--- config.mk ---
export PLATFORM = sky130hd
export DESIGN_NAME = display_bcm_scan_sequencer
export DESIGN_NICKNAME = d
export VERILOG_FILES = /design/src/rtl/display_bcm_pkg.sv /design/src/rtl/display_bcm_pulse_timer.sv /design/src/rtl/display_bcm_scan_sequencer.sv
export SDC_FILE = /design/constraint.sdc
export NUM_CORES = 1
export LEC_CHECK = 0
export ABC_CLOCK_PERIOD_IN_PS = 11950
export CAP_MARGIN = 15
export CORE_UTILIZATION = 63
export CTS_BUF_LIST = sky130_fd_sc_hd__clkbuf_2
export CTS_CLUSTER_SIZE = 24
export DETAILED_ROUTE_END_ITERATION = 10
export DONT_BUFFER_PORTS = 1
export PLACE_DENSITY = 0.76
export SETUP_SLACK_MARGIN = 0.15
export SLEW_MARGIN = 25
export SYNTH_ARGS = -nofsm -noshare
export SYNTH_HDL_FRONTEND = slang
export SYNTH_SLANG_ARGS = --single-unit
--- constraint.sdc ---
create_clock -name clk -period 11.95 [get_ports clk]
set_input_delay 2.39 -clock clk [delete_from_list [all_inputs] [get_ports clk]]
set_output_delay 2.39 -clock clk [all_outputs]
set_load 0.01 [all_outputs]
--- src/rtl/display_bcm_pkg.sv ---
// Shared types and helpers for the BCM scan sequencer.
// The pulse_len() result width assumes the default BITWIDTH/BASE_W.
package display_bcm_pkg;

    localparam int BCM_BITWIDTH = 8;
    localparam int BCM_ROWS     = 16;
    localparam int BCM_BASE_W   = 8;
    localparam int SEL_W        = $clog2(BCM_BITWIDTH);
    localparam int ROW_W        = $clog2(BCM_ROWS);
    localparam int PULSE_W      = BCM_BASE_W + BCM_BITWIDTH;

    typedef enum logic [2:0] {
        ST_IDLE,
        ST_LOAD,
        ST_BLANK,
        ST_SHOW,
        ST_WAIT
    } bcm_state_e;

    // Weighted plane length: (base + 1) << bit, never zero
    function automatic logic [PULSE_W-1:0] pulse_len(
        input logic [PULSE_W-1:0] base,
        input logic [7:0]         b
    );
        return (base + PULSE_W'(1)) << b;
    endfunction

endpackage

--- src/rtl/display_bcm_pulse_timer.sv ---
// Loadable down-counter timing both BLANK and SHOW intervals.
// o_last flags the final cycle of a loaded interval; o_remain counts down to 0.
module display_bcm_pulse_timer
    import display_bcm_pkg::*;
#(
    parameter int W = PULSE_W
) (
    input  logic         clk,
    input  logic         rst,
    input  logic         i_load,
    input  logic [W-1:0] i_len,
    output logic         o_last,
    output logic [W-1:0] o_remain
);

    logic [W-1:0] r_cnt;
    logic         r_busy;

    always_ff @(posedge clk) begin
        if (rst) begin
            r_cnt  <= '0;
            r_busy <= 1'b0;
        end else if (i_load) begin
            r_cnt  <= i_len - W'(1);
            r_busy <= 1'b1;
        end else if (r_busy) begin
            if (r_cnt == '0)
                r_busy <= 1'b0;
            else
                r_cnt <= r_cnt - W'(1);
        end
    end

    assign o_last   = r_busy && (r_cnt == '0);
    assign o_remain = r_cnt;

endmodule

--- src/rtl/display_bcm_scan_sequencer.sv ---
// BCM row/bit-plane scan sequencer driving panel OE/LAT/address.
// Define DISPLAY_BCM_DIM_EN to add the i_dim brightness input.
module display_bcm_scan_sequencer
    import display_bcm_pkg::*;
#(
    parameter int BITWIDTH = 8,
    parameter int ROWS     = 16,
    parameter int BASE_W   = 8,
    parameter int DEADTIME = 4
) (
    input  logic                        clk,
    input  logic                        rst,
    input  logic                        i_enable,
    input  logic [BASE_W-1:0]           i_base_len,
`ifdef DISPLAY_BCM_DIM_EN
    input  logic [2:0]                  i_dim,
`endif
    output logic                        o_load_req,
    input  logic                        i_load_ack,
    output logic [$clog2(ROWS)-1:0]     o_req_row,
    output logic [$clog2(BITWIDTH)-1:0] o_req_bit,
    output logic                        o_latch,
    output logic                        o_oe,
    output logic [$clog2(ROWS)-1:0]     o_row,
    output logic [$clog2(BITWIDTH)-1:0] o_select,
    output logic                        o_plane_done,
    output logic                        o_frame_done
);

    localparam int RW = $clog2(ROWS);
    localparam int SW = $clog2(BITWIDTH);
    localparam int LW = BASE_W + BITWIDTH;

    bcm_state_e        r_state;
    logic [BASE_W-1:0] r_base;
    logic [RW-1:0]     r_row;
    logic [RW-1:0]     r_req_row;
    logic [SW-1:0]     r_select;
    logic [SW-1:0]     r_req_bit;
    logic              r_load_req;
    logic              r_latch;
    logic              r_oe;
    logic              r_plane_done;
    logic              r_frame_done;
    logic              r_ack_flag;

    logic              w_ack;
    logic              w_last_plane;
    logic              w_to_blank;
    logic              w_to_show;
    logic              w_start;
    logic              w_tmr_load;
    logic              w_tmr_last;
    logic              w_last_next;
    logic [LW-1:0]     w_show_len;
    logic [LW-1:0]     w_on_len;
    logic [LW-1:0]     w_tmr_len;
    logic [LW-1:0]     w_tmr_remain;
    logic [RW-1:0]     w_next_row;
    logic [SW-1:0]     w_next_bit;

    assign w_ack        = i_load_ack & r_load_req;
    assign w_last_plane = (r_row == RW'(ROWS - 1)) && (r_select == '0);
    assign w_next_row   = (r_select == '0) ? r_row + RW'(1) : r_row;
    assign w_next_bit   = (r_select == '0) ? SW'(BITWIDTH - 1)
                                           : r_select - SW'(1);
    assign w_show_len   = LW'(pulse_len(PULSE_W'(r_base), 8'(r_select)));

`ifdef DISPLAY_BCM_DIM_EN
    logic [2:0]    r_dim;
    logic [LW-1:0] w_dim_len;

    assign w_dim_len = w_show_len >> r_dim;
    assign w_on_len  = (w_dim_len == '0) ? LW'(1) : w_dim_len;
`else
    assign w_on_len  = w_show_len;
`endif

    assign w_to_blank = (w_ack && (r_state == ST_LOAD || r_state == ST_WAIT))
                     || (r_state == ST_SHOW && w_tmr_last && !w_last_plane
                         && (r_ack_flag || w_ack));
    assign w_to_show  = (r_state == ST_BLANK) && w_tmr_last;
    assign w_start    = i_enable && ((r_state == ST_IDLE)
                     || (r_state == ST_SHOW && w_tmr_last && w_last_plane));
    assign w_tmr_load = w_to_blank || w_to_show;
    assign w_tmr_len  = w_to_show ? w_show_len : LW'(DEADTIME);

    // Registered done pulses must be predicted one cycle early
    assign w_last_next = (w_to_show && w_show_len == LW'(1))
                      || (r_state == ST_SHOW && w_tmr_remain == LW'(1));

    display_bcm_pulse_timer #(.W(LW)) u_timer (
        .clk      (clk),
        .rst      (rst),
        .i_load   (w_tmr_load),
        .i_len    (w_tmr_len),
        .o_last   (w_tmr_last),
        .o_remain (w_tmr_remain)
    );

    always_ff @(posedge clk) begin
        if (rst) begin
            r_base <= '0;
        end else if (w_start) begin
            r_base <= i_base_len;
        end
    end

`ifdef DISPLAY_BCM_DIM_EN
    always_ff @(posedge clk) begin
        if (rst) begin
            r_dim <= '0;
        end else if (w_start) begin
            r_dim <= i_dim;
        end
    end
`endif

    always_ff @(posedge clk) begin
        if (rst) begin
            r_state      <= ST_IDLE;
            r_row        <= '0;
            r_select     <= '0;
            r_req_row    <= '0;
            r_req_bit    <= '0;
            r_load_req   <= 1'b0;
            r_latch      <= 1'b0;
            r_oe         <= 1'b0;
            r_plane_done <= 1'b0;
            r_frame_done <= 1'b0;
            r_ack_flag   <= 1'b0;
        end else begin
            r_latch      <= 1'b0;
            r_plane_done <= w_last_next;
            r_frame_done <= w_last_next && w_last_plane;
            if (w_to_blank) begin
                r_state    <= ST_BLANK;
                r_latch    <= 1'b1;
                r_load_req <= 1'b0;
                r_row      <= r_req_row;
                r_select   <= r_req_bit;
                r_oe       <= 1'b0;
            end else if (w_start) begin
                r_state    <= ST_LOAD;
                r_load_req <= 1'b1;
                r_req_row  <= '0;
                r_req_bit  <= SW'(BITWIDTH - 1);
                r_oe       <= 1'b0;
            end else begin
                unique case (r_state)
                    ST_BLANK: begin
                        if (w_tmr_last) begin
                            r_state    <= ST_SHOW;
                            r_oe       <= 1'b1;
                            r_ack_flag <= 1'b0;
                            if (!w_last_plane) begin
                                r_load_req <= 1'b1;
                                r_req_row  <= w_next_row;
                                r_req_bit  <= w_next_bit;
                            end
                        end
                    end
                    ST_SHOW: begin
                        if (w_ack) begin
                            r_ack_flag <= 1'b1;
                            r_load_req <= 1'b0;
                        end
                        if (w_tmr_last) begin
                            r_oe    <= 1'b0;
                            r_state <= w_last_plane ? ST_IDLE : ST_WAIT;
                        end else begin
                            r_oe <= (w_show_len - w_tmr_remain) < w_on_len;
                        end
                    end
                    default: ;
                endcase
            end
        end
    end

    assign o_load_req   = r_load_req;
    assign o_req_row    = r_req_row;
    assign o_req_bit    = r_req_bit;
    assign o_latch      = r_latch;
    assign o_oe         = r_oe;
    assign o_row        = r_row;
    assign o_select     = r_select;
    assign o_plane_done = r_plane_done;
    assign o_frame_done = r_frame_done;

endmodule

==> impl_metrics.csv, run 1 <==
group,metric,value,unit
floorplan,start_util,66.4,%
timing,worst_clock_skew,0.0353,ns
global_routing,grt_pass1_wl,20600,um
global_routing,globalRoute.totalOverflow,0,
drt,drt_wl_total,12800,um
synthesis,synthesis.area,0.00461,sq mm
timing,fin_setup_tns,0,ns
critical_path,critPathKind,"reg -> reg",
timing,final.min_clock_period,5.36,ns
critical_path,cp.arrival,5.74,ns
critical_path,critPathRequiredTime,12.33,ns
min_path,hold_path.class,"reg -> reg",
clock_tree,cts_tree,"yes",
clock_tree,cts_hold_buf,0,
global_routing,grt.total_usage,34.2,%
synthesis,synth_top_flop_cell,"dfxtp_1",
drt,wl_met1,5490,um
critical_path,crit_path_start_kind,"flip-flop",
synthesis,syn_avg_cell_area,7.43,sq um
timing,finalSetupViolCount,0,
clock_tree,cts_buffer_depth,2,
synthesis,synth-seq-cells,48,
floorplan,io_pins,31,
floorplan,die_y,87.6,um
final_layout,num_antenna_cells,0,
synthesis,yosysWarnings,0,
drt,antenna_left,0,
floorplan,rows,30,
drt,vias,4662,
clock_tree,cts_resized,0,
floorplan,dieArea,0.00767,sq mm
timing,max_freq,186,MHz
clock_tree,post_cts_buffers,0,
synthesis,synth_edf_count,0,
clock_tree,path_clk_slew,0.30,ns
final_layout,final_layout_size_suffix_gt1_share,5.52,%
timing,slew_violations,0,
placed_design,place_hpwl,9440,um
power,p_leak,1.78,nW
timing,timing.final.crit_share,44.9,%
synthesis,ys_seq_area_share,20.8,%
synthesis,synthesis.nets,670,
synthesis,synthCells,621,
final_layout,fin_nets,646,
synthesis,ys_async_sr_fraction,0,%
global_routing,grt_pass1_vias,4219,
power,power,0.486,mW
floorplan,core-area,0.00694,sq mm
critical_path,crit_fanout,25,
drt,met3WireLength,1110,um
clock_tree,h-tree-depth,2,
global_routing,grt_max_degree,45,
drt,first_iter_violations,489,
drt,post-route-drc-count,0,
drt,firstDrtPassIters,7,
clock_tree,clk_latency,0.46,ns
final_layout,syn2layout_area_growth,1.57,%
critical_path,end_kind,"flip-flop",
placed_design,gp_congestion,0.986,
drt,wl_met2,5880,um
placed_design,port_buffers,0,
drt,routedWlPerCell,18.4,um
timing,hold_viol,0,
global_routing,antenna_found_initial,0,
power,peakVddDrop,0.0000663,V
final_layout,final_core_util,67.5,%
clock_tree,cts-root-buf,"clkbuf_2",
drt,highest_layer,"met4",
run_status,status,"finished clean",
power,powerDensity,104,mW/mm^2
clock_tree,cts_buffers,5,
drt,vias_per_cell,6.72,
timing,grt_setup_unrepaired,"no",
final_layout,final_cell_mix,"63 x nand2_1, 63 x nor2_1, 47 x dfxtp_1",
final_layout,nFillCells,587,
job,drv_cap,0,
timing,tightest_slew,0.863,ns
synthesis,synth.distinct_cells,76,
floorplan,dieWidth,87.6,um
timing,slew_headroom,42.4,%
clock_tree,clock_sinks,48,
==> critical path, stage by stage (launching register included) <==
cell and delay [ns]:
dfxtp_1 0.96, inv_1 0.40, a31oi_1 0.26, o21ai_1 0.16, o221ai_1 0.55, ha_1 0.39, o21a_1 0.18, o21a_1 0.17
o21ai_0 0.25, a21oi_1 0.21, o211ai_1 0.17, nand2_1 0.09, nor2_1 0.13, xnor2_1 0.14, ha_1 0.26, a21o_1 0.16
a21o_1 0.17, a211oi_1 0.23, o221ai_1 0.14, a211oi_1 0.26
==> flip-flops by register name (all words and copies together) (netlist names), 3 cells and up <==
signal            flops
o_row                 4
o_req_bit             3
o_select              3
r_base                8
o_req_row             4
u_timer.o_remain     16
r_state               3
==> power breakdown <==
| group | leakage (nW) | switching [mW] | internal (mW) |
|---|---|---|---|
| combinational | 1.34 | 0.106 | 0.0832 |
| sequential | 0.390 | 0.0127 | 0.166 |
| clock | 0.0536 | 0.0600 | 0.0570 |
==> cells in the mapped netlist (all sizes together) (3+ instances only) <==
master	number	area share (%)
a2111oi	4	0.90
a211o	3	0.57
a211oi	5	0.81
a21o	6	0.98
a21oi	38	4.2
a221oi	4	0.76
a22oi	5	0.81
a31o	3	0.57
a31oi	14	1.9
a41oi	3	0.57
and2	7	0.95
and3	8	1.1
and4	4	0.76
buf	23	3.0
clkbuf	15	1.2
dfxtp	48	21
ha	36	9.8
inv	37	3.0
mux2i	13	2.8
nand2	63	5.1
nand2b	8	1.1
nand3	24	2.6
nand4	17	2.4
nor2	64	5.4
nor2b	7	0.95
nor3	19	2.1
nor4	12	2.2
o2111ai	4	0.76
o211ai	9	1.6
o21a	8	1.3
o21ai	24	2.6
o221ai	6	1.3
o22ai	5	0.68
or3	4	0.54
or4	3	0.57
xnor2	30	5.7
xor2	8	1.5
==> per-layer routing <==
metal	up-vias	track usage, %
met4	0	10.7
met5	-	0
li1	2216	-
met2	235	55.9
met1	2182	46.3
met3	29	5.56
==> path summary, 6_finish.rpt <==
check / cells after the start / start / slack (ns) / endpoint
setup / recovery: 19 / o_select[0] / 6.59 / o_oe
hold / removal: 2 / u_timer.o_remain[6] / 0.51 / u_timer.o_remain[6]
setup reg to reg: 19 / o_select[0] / 6.59 / o_oe
hold reg to reg: 2 / u_timer.o_remain[6] / 0.51 / u_timer.o_remain[6]
==> stage by stage <==
| stage | instances | hold slack, ns | setup WS [ns] | area [sq um] |
|---|---|---|---|---|
| detailed placement | 686 | 0.486 | 6.73 | 4590 |
| global placement | 686 | 0.479 | 6.97 | 4590 |
| global route | 694 | 0.547 | 6.23 | 4680 |
| floorplan | 621 | 0.471 | 7.72 | 4610 |
| finish | 694 | 0.514 | 6.59 | 4680 |
| CTS | 694 | 0.513 | 6.63 | 4680 |
==> logic make-up after synthesis <==
group                    share of synthesized area, %
XOR/XNOR                                         7.22
flip-flops                                       20.8
multiplexers                                     3.07
adder cells (fa/ha/maj)                          10.4
AND/OR/NAND/NOR                                  27.3
buffers and inverters                            7.32
AO/OA/AOI/OAI                                    23.8
==> cell type report <==
cell class / count / area (sq um) / share of cell area [%]
Sequential cell: 48 / 962 / 20.5
Timing Repair Buffer: 7 / 52.6 / 1.12
Multi-Input combinational cell: 497 / 3310 / 70.7
Tap cell: 96 / 120 / 2.56
Clock buffer: 5 / 25.0 / 0.534
Inverter: 38 / 143 / 3.04
Clock inverter: 3 / 68.8 / 1.47
(Power assumes the default switching activity.)
==> run 2, diff against run 1 <==
Settings changed: ABC_CLOCK_PERIOD_IN_PS 11950 to 4900, CORE_UTILIZATION 63 to 61, PLACE_DENSITY 0.76 to 0.77.
Clock period 11.95 ns to 4.9 ns, I/O delays scaled along.
==> run 2 against run 1 <==
Net effect:
- wire length shrank 3.0%
- register-to-register slack lost 6.2 ns
- sequential power grew 140%
- maximum frequency grew 19%
- combinational power grew 140%
- non-clock buffer count grew 8
- sequential share of layout area shrank 0.12 points
- via count shrank 1.7%
==> impl_metrics.csv, run 2 (synthesis gave the netlist of run 1 again) <==
group,metric,value,unit
run_status,status,"finished clean",
global_routing,grt_pass1_vias,4120,
global_routing,grt_max_degree,45,
clock_tree,cts_tree,"yes",
critical_path,critPathKind,"reg -> reg",
placed_design,port_buffers,0,
global_routing,grtUsageMet3,5.72,%
drt,routedWlPerCell,17.5,um
timing,tightest_slew,0.982,ns
job,drv_cap,0,
floorplan,start_util,63.2,%
drt,drt_wl_total,12400,um
global_routing,globalRoute.totalOverflow,0,
min_path,min_path_cells,2,
final_layout,syn2layout_area_growth,2.98,%
timing,slew_violations,0,
timing,fin_setup_tns,0,ns
global_routing,grt.total_usage,32.7,%
timing,worst_clock_skew,0.0203,ns
power,power,1.08,mW
drt,vias,4581,
critical_path,r2r_setup_slack,0.41,ns
final_layout,final_cell_mix,"63 x nand2_1, 63 x nor2_1, 43 x dfxtp_1",
floorplan,io_pins,31,
timing,slew_headroom,33.9,%
global_routing,use_met1,46.9,%
floorplan,dieArea,0.00791,sq mm
final_layout,final_layout_size_suffix_gt1_share,8.91,%
floorplan,rows,31,
clock_tree,cts-root-buf,"clkbuf_2",
global_routing,antenna_found_initial,0,
final_layout,largest_register_ffs,16,
drt,first_iter_violations,433,
final_layout,num_antenna_cells,0,
global_routing,use_met2,51.0,%
clock_tree,path_clk_slew,0.27,ns
clock_tree,h-tree-depth,2,
timing,hold_viol,0,
clock_tree,cts_buffer_depth,2,
drt,firstDrtPassIters,5,
clock_tree,clk_latency,0.46,ns
min_path,hold_path.class,"reg -> reg",
placed_design,place_hpwl,9460,um
critical_path,r2r_start,"r_base[1]",
critical_path,crit_path_start_kind,"flip-flop",
final_layout,fin_nets,654,
drt,antenna_left,0,
critical_path,cp.arrival,4.88,ns
timing,finalSetupViolCount,0,
floorplan,core-area,0.00729,sq mm
drt,vias_per_cell,6.50,
clock_tree,cts_hold_buf,0,
timing,grt_setup_unrepaired,"no",
timing,final.min_clock_period,4.49,ns
global_routing,top_usage_layer,"met2",
floorplan,die_y,89.0,um
critical_path,critPathRequiredTime,5.29,ns
critical_path,end_kind,"flip-flop",
floorplan,dieWidth,89.0,um
clock_tree,clock_sinks,48,
critical_path,crit_fanout,10,
critical_path,r2r-end,"o_oe",
critical_path,worstRegToRegCells,19,
placed_design,gp_congestion,0.919,
min_path,hp-start,"u_timer.o_remain[6]",
power,powerDensity,228,mW/mm^2
drt,post-route-drc-count,0,
global_routing,grt_pass1_wl,20200,um
timing,timing.final.crit_share,91.7,%
timing,max_freq,223,MHz
power,peakVddDrop,0.000168,V
clock_tree,cts_buffers,5,
power,p_leak,1.81,nW
min_path,hold_end,"u_timer.o_remain[6]",
## run 2: metal layers
metal	routed length, um	vias to the layer above
met2	5550	174
met4	136	0
met5	0	-
li1	-	2236
met3	992	16
met1	5690	2155
## run 2: through the flow
stage | worst slack (ns) | instance area (sq um) | hold WS [ns] | util (%) | cells
after detailed placement | 0.133 | 4650 | 0.477 | 63.8 | 697
after CTS | 0.214 | 4710 | 0.516 | 64.6 | 705
after global placement | 0.350 | 4650 | 0.484 | 63.8 | 697
final | 0.407 | 4750 | 0.520 | 65.1 | 705
after floorplan | 0.674 | 4610 | 0.471 | - | 621
after global routing | 0.157 | 4750 | 0.509 | 65.1 | 705
## run 2: cell type report
| cell class | count | area [sq um] |
|---|---|---|
| Tap cell | 99 | 124 |
| Clock buffer | 5 | 25.0 |
| Fill cell | 698 | 2540 |
| Timing Repair Buffer | 15 | 113 |
| Inverter | 38 | 146 |
| Sequential cell | 48 | 970 |
| Clock inverter | 3 | 25.0 |
| Multi-Input combinational cell | 497 | 3350 |
## run 2: what timing repair did
item	CTS	global route
setup endpoints to repair	1	1
pin swaps	0	0
buffers inserted	0	0
gates resized for setup	3	14
## run 2: critical path, cell delays in order, from the launching register on
cell      delay, ns
dfxtp_4        0.46
ha_2           0.30
and2_1         0.21
a311oi_1       0.12
or4_1          0.57
o21ai_2        0.15
nand2_1        0.12
inv_1          0.07
ha_1           0.26
and3_1         0.18
a21oi_1        0.20
inv_1          0.06
a311o_1        0.32
a21oi_1        0.17
xnor2_1        0.14
ha_1           0.26
a21o_1         0.16
a211oi_1       0.27
o221ai_1       0.16
a211oi_1       0.24
## run 2: power breakdown
part	internal, mW	switching, mW	total (mW)
combinational	0.209	0.254	0.463
sequential	0.406	0.0263	0.432
clock	0.0391	0.147	0.186
total	0.654	0.427	1.08
## run 2: worst max path at each step
stage | from | slack (ns) | end
after floorplan | r_base[0] | 0.67 | o_oe
after global placement | r_base[1] | 0.35 | o_oe
after detailed placement | r_base[1] | 0.13 | o_oe
after CTS | r_base[3] | 0.21 | o_oe
after global routing | r_base[5] | 0.16 | o_oe
final | r_base[1] | 0.41 | o_oe
==> run 3, diff against run 2 <==
Settings changed: SYNTH_HIERARCHICAL set to 1.
==> run 3 against run 2 <==
Net effect:
- combinational power rose by 33%
- register-to-register slack got worse by 0.099 ns
- critical path depth rose by 1
- via count fell by 0.59%
- utilization rose by 2.2 points
- power rose by 20%
- critical endpoint unchanged
- count of clock-buffer cells in the layout did not move
- critical path type unchanged
- cell count fell by 0.71%
==> impl_metrics.csv, run 3 <==
group,metric,value,unit
clock_tree,cts_hold_buf,0,
drt,vias,4554,
final_layout,fin_nets,646,
final_layout,seqCellArea,970,sq um
final_layout,final_layout_size_suffix_gt1_share,11.8,%
final_layout,layout_commonest_cell,"nor2_1",
timing,fin_ws,0.308,ns
timing,fin_setup_tns,0,ns
global_routing,grt_pass1_vias,3982,
clock_tree,cts_buffers,5,
clock_tree,h-tree-depth,2,
drt,firstDrtPassIters,5,
final_layout,num_antenna_cells,0,
floorplan,die_y,88.8,um
final_layout,nFillCells,642,
final_layout,final_cell_mix,"65 x nor2_1, 45 x dfxtp_1, 42 x nand2_1",
synthesis,yosysWarnings,6,
timing,hold_ws,0.519,ns
drt,first_iter_violations,389,
timing,tightest_slew,0.851,ns
critical_path,crit_path_start_kind,"flip-flop",
clock_tree,clk_latency,0.47,ns
placed_design,place_hpwl,8740,um
timing,timing.final.crit_share,93.7,%
run_status,status,"finished clean",
timing,grt_setup_unrepaired,"yes",
synthesis,synth_area_leaders,"dfxtp_1 21%, ha_1 9.0%, nor2_1 5.4%",
synthesis,synth_edf_count,0,
synthesis,synth.distinct_cells,78,
power,peakVddDrop,0.000134,V
power,power,1.29,mW
clock_tree,path_clk_slew,0.30,ns
drt,post-route-drc-count,0,
synthesis,synth-seq-cells,48,
min_path,hold_path.class,"in -> reg",
clock_tree,cts-root-buf,"clkbuf_2",
critical_path,critPathKind,"reg -> reg",
floorplan,io_pins,31,
critical_path,end_kind,"flip-flop",
synthesis,ys_seq_area_share,20.9,%
synthesis,synthesis.nets,651,
global_routing,grt_pass1_wl,18700,um
global_routing,grt.total_usage,30.3,%
clock_tree,cts_tree,"yes",
drt,routedWlPerCell,16.9,um
synthesis,ys_async_sr_fraction,0,%
critical_path,critPathRequiredTime,5.33,ns
critical_path,crit_fanout,5,
synthesis,synth_common_cells,"66 x nor2_1, 48 x dfxtp_1, 42 x nand2_1",
global_routing,globalRoute.totalOverflow,0,
timing,hold_viol,0,
floorplan,core-area,0.00725,sq mm
floorplan,start_util,63.3,%
timing,max_freq,218,MHz
floorplan,dieWidth,88.8,um
final_layout,syn2layout_area_growth,6.32,%
clock_tree,clock_sinks,48,
synthesis,synth_top_area_share,20.9,%
floorplan,rows,31,
placed_design,port_buffers,0,
drt,antenna_left,0,
synthesis,syn_avg_cell_area,7.59,sq um
final_layout,multi_input_area,0.00340,sq mm
synthesis,synthCells,605,
final_layout,largest_register_ffs,16,
critical_path,cp.arrival,5.03,ns
floorplan,dieArea,0.00788,sq mm
timing,slew_violations,0,
timing,finalSetupViolCount,0,
placed_design,gp_congestion,0.960,
power,powerDensity,265,mW/mm^2
placed_design,dpl.cell_count,691,
synthesis,yosys.area.top_type,"dfxtp_1",
critical_path,worstRegToRegCells,20,
min_path,min_path_cells,1,
timing,slew_headroom,43.1,%
synthesis,synth_top_flop_cell,"dfxtp_1",
drt,vias_per_cell,6.51,
global_routing,grt_max_degree,48,
power,p_leak,1.95,nW
final_layout,layout.cells.non_filler,700,
synthesis,synthesis.area,0.00459,sq mm
drt,drt_wl_total,11900,um
placed_design,place_ws,0.113,ns
global_routing,antenna_found_initial,0,
timing,final.min_clock_period,4.59,ns
job,drv_cap,0,
clock_tree,cts_buffer_depth,2,
synthesis,synth.most_common_cell,"nor2_1",
timing,worst_clock_skew,0.0370,ns
run 3: changes by cell type in the layout (fill, tap and decap cells not counted), moves of 8 or more:
cell | before | now
a211oi_1 | 4 | 12
mux2i_1 | 13 | 22
nand2_1 | 63 | 42
nand3_1 | 24 | 10
or4_1 | 2 | 10
xnor2_1 | 30 | 18
xor2_1 | 8 | 18
run 3: cell type report:
type	instances	area share, %
clock buffers	5	0.513
inverters	42	3.31
flip-flops and latches	48	19.9
repair buffers	21	3.23
clock inverters	3	0.974
well taps	99	2.54
multi-input cells	482	69.6
run 3: report_power, final:
| part | total (mW) | internal, mW | leakage [nW] | switching (mW) |
|---|---|---|---|---|
| clock | 0.238 | 0.0884 | 0.0431 | 0.150 |
| combinational | 0.616 | 0.281 | 1.52 | 0.335 |
| sequential | 0.438 | 0.409 | 0.392 | 0.0283 |
| total | 1.29 | 0.779 | 1.95 | 0.513 |
run 3: timing repair:
| action | CTS | global route |
|---|---|---|
| gates cloned | 0 | 0 |
| pin swaps | 0 | 2 |
| endpoints found under the hold margin | 0 | 0 |
| gates resized for setup | 1 | 24 |
| buffers inserted | 0 | 1 |
| setup endpoints to repair | 1 | 3 |
run 3: per-stage QoR:
step           util, %  area, sq um
2_1_floorplan        -         4600
3_3_place_gp      65.1         4720
3_5_place_dp      65.1         4720
4_1_cts           66.2         4800
5_1_grt           67.3         4880
6_report          67.3         4880
run 3: final timing paths:
kind,from,to,slack [ns]
worst max-delay path,r_base[0],o_oe,0.31
worst min-delay path,rst,u_timer/o_remain[15],0.52
worst max register to register,r_base[0],o_oe,0.31
worst min register to register,o_req_row[3],o_req_row[3],0.57
run 3: kinds of logic after synthesis:
| group | synth area share (%) |
|---|---|
| DFF | 20.9 |
| muxes | 6.02 |
| and+or+nand+nor | 25.8 |
| AOI/OAI and AO/OA | 24.0 |
| buffers and inverters | 6.54 |
| adders and majority gates | 9.65 |
| xor gates and xnor gates | 7.06 |
run 3: worst max-delay path, stage by stage (launching register included):
cell and delay [ns]:
dfxtp_2 0.42, ha_2 0.22, nand3_1 0.10, xor2_1 0.17, a21oi_1 0.21, a21oi_1 0.09, o22ai_1 0.29, ha_1 0.36
nor3_2 0.35, nor3_1 0.15, a31oi_4 0.20, a31oi_4 0.13, nand4_2 0.14, nand2_2 0.08, or4_1 0.51, nand3_1 0.10
ha_1 0.24, o21ai_0 0.09, a21oi_1 0.08, or4_1 0.50, a211oi_2 0.15
run 3: per-layer routing:
| layer | GRT usage [%] | part of all wire (%) |
|---|---|---|
| met2 | 50.2 | 47 |
| met5 | 0 | 0 |
| met3 | 3.73 | 6.8 |
| met4 | 7.04 | 1.1 |
| met1 | 41.8 | 45 |
